[src/rtl/line_loader_pkg.sv]
// Shared constants and state encoding for the serial-to-line loader.
`default_nettype none

package line_loader_pkg;

  localparam int PLANE_DIM = 5;
  localparam int LINE_W    = PLANE_DIM * PLANE_DIM;

  typedef enum logic [2:0] {
    ST_IDLE   = 3'd0,
    ST_SHIFT  = 3'd1,
    ST_LOAD   = 3'd2,
    ST_WAIT   = 3'd3,
    ST_FINISH = 3'd4
  } state_t;

  // Flat line index of plane cell (i, j).
  function automatic int plane_index(input int i, input int j);
    return PLANE_DIM * i + j;
  endfunction

endpackage

`default_nettype wire

[src/rtl/line_loader_bit_collector.sv]
// Assembly register and bit counter: writes serial bits into ascending line positions.
`default_nettype none

module line_loader_bit_collector
  import line_loader_pkg::*;
#(
  parameter int WIDTH = LINE_W,
  parameter int CNT_W = $clog2(WIDTH)
) (
  input  logic             clk,
  input  logic             rst,
  input  logic             shift_en,
  input  logic             clear,
  input  logic             in_bit,
  output logic [WIDTH-1:0] line,
  output logic             last_bit
);

  localparam logic [CNT_W-1:0] LAST_CNT = CNT_W'(WIDTH - 1);

  logic [CNT_W-1:0] bitcnt;

  assign last_bit = (bitcnt == LAST_CNT);

  always_ff @(posedge clk or posedge rst) begin
    if (rst) begin
      bitcnt <= '0;
      line   <= '0;
    end else if (clear) begin
      // Positions not yet rewritten keep their old contents.
      bitcnt <= '0;
    end else if (shift_en) begin
      line[bitcnt] <= in_bit;
      bitcnt       <= last_bit ? '0 : bitcnt + 1'b1;
    end
  end

endmodule

`default_nettype wire

[src/rtl/line_loader.sv]
// Packs a handshaked serial stream into 25-bit plane lines and paces them
// against the permutation controller, NUM_LINES lines per job.
`default_nettype none

module line_loader
  import line_loader_pkg::*;
#(
  parameter int LINE_W    = line_loader_pkg::LINE_W,
  parameter int NUM_LINES = 64,
  parameter int IDX_W     = 6
) (
  input  logic              clk,
  input  logic              rst,
  input  logic              start,
  input  logic              in_valid,
  input  logic              in_bit,
  output logic              in_ready,
  output logic [LINE_W-1:0] line,
  output logic              initLine,
  input  logic              perm_done,
  output logic [IDX_W-1:0]  line_idx,
  output logic              busy,
  output logic              job_done
);

  localparam logic [IDX_W-1:0] LAST_IDX = IDX_W'(NUM_LINES - 1);

  state_t state;
  logic   shift_en;
  logic   clear;
  logic   last_bit;

  // in_ready is a registered copy of (state == SHIFT), so the handshake
  // qualifier depends only on state and never on in_valid.
  assign shift_en = (state == ST_SHIFT) && in_valid && in_ready;
  assign clear    = (state == ST_IDLE) && start;

  line_loader_bit_collector #(
    .WIDTH (LINE_W)
  ) u_collector (
    .clk      (clk),
    .rst      (rst),
    .shift_en (shift_en),
    .clear    (clear),
    .in_bit   (in_bit),
    .line     (line),
    .last_bit (last_bit)
  );

  always_ff @(posedge clk or posedge rst) begin
    if (rst) begin
      state    <= ST_IDLE;
      line_idx <= '0;
      in_ready <= 1'b0;
      initLine <= 1'b0;
      busy     <= 1'b0;
      job_done <= 1'b0;
    end else begin
      initLine <= 1'b0;
      job_done <= 1'b0;
      case (state)
        ST_IDLE: begin
          if (start) begin
            state    <= ST_SHIFT;
            line_idx <= '0;
            in_ready <= 1'b1;
            busy     <= 1'b1;
          end
        end
        ST_SHIFT: begin
          if (shift_en && last_bit) begin
            state    <= ST_LOAD;
            in_ready <= 1'b0;
            initLine <= 1'b1;
          end
        end
        ST_LOAD: begin
          state <= ST_WAIT;
        end
        ST_WAIT: begin
          if (perm_done) begin
            if (line_idx == LAST_IDX) begin
              state    <= ST_FINISH;
              job_done <= 1'b1;
            end else begin
              state    <= ST_SHIFT;
              line_idx <= line_idx + 1'b1;
              in_ready <= 1'b1;
            end
          end
        end
        ST_FINISH: begin
          state <= ST_IDLE;
          busy  <= 1'b0;
        end
        default: begin
          state    <= ST_IDLE;
          in_ready <= 1'b0;
          busy     <= 1'b0;
        end
      endcase
    end
  end

endmodule

`default_nettype wire
[config.mk]
export PLATFORM = sky130hd
export DESIGN_NAME = line_loader
export DESIGN_NICKNAME = d
export VERILOG_FILES = /design/src/rtl/line_loader_pkg.sv /design/src/rtl/line_loader_bit_collector.sv /design/src/rtl/line_loader.sv
export SDC_FILE = /design/constraint.sdc
export NUM_CORES = 1
export LEC_CHECK = 0
export BUFFER_PORTS_ARGS = -buffer_cell sky130_fd_sc_hd__buf_2
export CORE_ASPECT_RATIO = 1.75
export CORE_MARGIN = 8
export CORE_UTILIZATION = 35
export CTS_CLUSTER_DIAMETER = 60
export DETAILED_ROUTE_END_ITERATION = 8
export PLACE_DENSITY = 0.59
export SLEW_MARGIN = 20
export SYNTH_ARGS = -nofsm -noshare
export SYNTH_HDL_FRONTEND = slang
export SYNTH_SLANG_ARGS = --single-unit
export TNS_END_PERCENT = 10
[constraint.sdc]
create_clock -name clk -period 1.8 [get_ports clk]
set_input_delay 0.36 -clock clk [delete_from_list [all_inputs] [get_ports clk]]
set_output_delay 0.36 -clock clk [all_outputs]
set_load 0.02 [all_outputs]
==> metrics.md <==
| Metric | Value |
|---|---|
| DRT antenna net count | 0 |
| Clock power frac | 26.2% |
| Post-route cell area | 2510 µm² |
| Drt first pass iters | 4 |
| DR vias/cell | 4.92 |
| Drt total wl | 4.61 mm |
| Synthesized area | 2070 µm² |
| Crit end category | flip-flop |
| Metal-1 WL | 1.75 mm |
| Synth async-reset ratio | 100% |
| Slew HR | 63.3% |
| CTS max path bufs | 2 |
| Internal | 1.92 mW |
| Reg clk slew, reported paths | 0.09 ns |
| Sw Share | 33.1% |
| DP Area | 2370 µm² |
| Worst-path fanout max | 4 |
| N_diodes | 0 |
| Root Buffer | clkbuf_8 |
| Peak supply drop | 525 µV |
| Initial antenna violation count | 0 |
| Yosys warns | 0 |
| Sink Count | 43 |
| Pwr dens | 1140 nW/µm² |
| Area share of the largest cell type after synthesis | 52.0% |
| RSZ-0062 raised after global routing | false |
| Post-synth EDFFs | 0 |
| P&R area growth vs syn | 21.3% |
| Final Cycle Share | 93.2% |
| DR DRC count | 0 |
| Reg-to-reg slack, setup | 0.12 ns |
| Starting density of the core | 35.8% |
| Sequential share of power | 44.9% |
| Clock latency at the later pin of the worst-skew pair | 0.30 ns |
| Vias in the first global route | 1656 |
| H-tree levels | 2 |
| Core Rows | 37 |
| Largest net degree at the start of global routing | 44 |
| P_leak | 1.28 nW |
| FF-to-FF path depth | 6 |
| CTS tree | built |
| Max Fclk | 0.596 GHz |
| Critical path class | flip-flop to flip-flop |
| Utilization after layout | 43.4% |
| Average size of a mapped cell | 10.8 µm² |
| Post-Synthesis Net Count | 202 |
| Global route overflow | 0 |
| Setup_tns | 0 ns |
| DR vias | 1569 |
| Sw Pwr | 0.952 mW |
| FF-to-FF Start | u_collector.bitcnt[0] |
| I/O pin cnt | 41 |
| Slew Limit Fails | 0 |
| Area contributors post-synth | dfrtp_1 52%, mux2_2 14%, nor2_1 5.6% |
| Hold Path Class | input port to async pin |
| Final HPWL DP | 3.44 mm |
| Final Critical Period | 1.68 ns |
| Top_reg_cell synth | dfrtp_1 |
| #FFs+latches synth | 43 |
| Post-synthesis sequential area ratio | 52.0% |
| Setup crit start kind | flip-flop |
| Metal2 WL | 2.53 mm |
| First-pass GRT wire length | 8.04 mm |
| Routed wire length per instance | 14.4 µm |
| Top routing layer used | met4 |
| Synth top cells by count | 43 x dfrtp_1, 31 x nor2_1, 25 x mux2_2, 14 x nand3_1, 12 x nand2_1 |
| Slew @ Worst Pin | 0.551 ns |
| Max cap viols | 0 |
| Synth cell types | 36 |
| Clock Skew | 0.0101 ns |
| Most common cell in the netlist | dfrtp_1 |
| IO Port Bufs | 40 |
| Critical Path RT | 1.97 ns |
| Placer congestion estimate | 0.833 |
| Core ar. | 5790 µm² |
| Hold Buf Count CTS | 0 |
| Met3 Wirelength | 251 µm |
| Final nets | 251 |
| DR iter-0 viols | 75 |
| Syn Inst Count | 191 |
| Die width | 74.1 µm |
| Comb pwr share | 28.9% |
| Status | finished, final reports clean |
| Share of post-route cells with drive strength above 1 | 37.3% |
| Post-synth top area cell | dfrtp_1 |
| Die ar. | 8730 µm² |
| Die height | 118 µm |
| GRT Resource Usage Total | 11.6% |
| R2r endpoint | state[0] |
| Num CTS Buffers | 5 |
| Final Hold Vio Count | 0 |
| Critical Path AT | 1.85 ns |
| Final Setup Violations | 0 |
## worst max-delay path, stage by stage, from the launching register on
cell      delay (ns)
dfrtp_2         0.42
inv_1           0.08
ha_1            0.18
nand4b_1        0.20
or3b_4          0.46
o311ai_0        0.11
a21oi_1         0.11
## how the worst max path moves through the flow
| stage | startpoint | slack [ns] | cells past startpoint | endpoint |
|---|---|---|---|---|
| after floorplan | state[1] | 0.22 | 6 | u_collector.line[15] |
| after global placement | u_collector.bitcnt[0] | 0.08 | 6 | state[0] |
| after detailed placement | u_collector.bitcnt[0] | 0.09 | 6 | state[0] |
| after CTS | u_collector.bitcnt[0] | 0.07 | 6 | state[0] |
| after global routing | state[2] | 0.006 | 4 | u_collector.line[21] |
| final | u_collector.bitcnt[0] | 0.12 | 6 | state[0] |
## power by group through the flow
stage	logic (mW)	registers [mW]	clock network (mW)
global placement	0.789	1.31	0
CTS	0.803	1.31	0.786
detailed placement	0.802	1.33	0
finish	0.831	1.29	0.752
floorplan	0.390	1.46	0
global route	0.914	1.33	0.825
## cells by family after synthesis
family	synth area share, %
AO/OA/AOI/OAI	6.34
multiplexers	15.5
adder cells (fa/ha/maj)	3.02
buffers and inverters	3.56
AND/OR/NAND/NOR	19.6
flip-flops	52.0
## flip-flops by register name (all words and copies together), names as in the netlist
| signal | cells |
|---|---|
| u_collector.bitcnt | 5 |
| job_done | 1 |
| state | 3 |
| line_idx | 6 |
| initLine | 1 |
| in_ready | 1 |
| u_collector.line | 25 |
| busy | 1 |
## stage by stage
stage	power, mW	std cells	hold slack (ns)	setup WS, ns
5_1_grt	3.07	319	0.248	0.00637
2_1_floorplan	1.84	191	0.494	0.223
3_5_place_dp	2.13	307	0.491	0.0861
4_1_cts	2.89	315	0.209	0.0710
3_3_place_gp	2.10	307	0.485	0.0801
6_report	2.87	319	0.186	0.122
## layout make-up
type	instances	area, µm²
clock buffer	5	68.8
clock inverter	3	43.8
fill	569	3270
inverter	7	26.3
multi-input combinational	133	923
sequential	43	1080
tap	78	97.6
timing repair buffer	50	275
## cells in the final DEF (no fill, tap or decap), drive strengths merged, types with 2 or more instances in the layout
cell,count
nor2,31
ha,5
nand2,13
mux2,25
clkbuf,5
clkinv,2
nand4b,2
o22ai,2
a21oi,4
dfrtp,43
nand3,14
or3,2
inv,7
a21o,3
o311ai,2
buf,50
nor3b,2
mux2i,4
o21ai,4
and3,4
nand3b,3
## per-layer routing
layer	vias to the layer above	global-route usage [%]
met3	5	2.82
met1	773	12.3
met4	0	4.66
met2	32	20.4
li1	759	-
met5	-	0
## timing repair
| action | in CTS | in global routing |
|---|---|---|
| gates resized for setup | 0 | 2 |
| endpoints found under the setup margin | 0 | 2 |
| setup buffers | 0 | 4 |
Power figures use the tool's default switching activity.
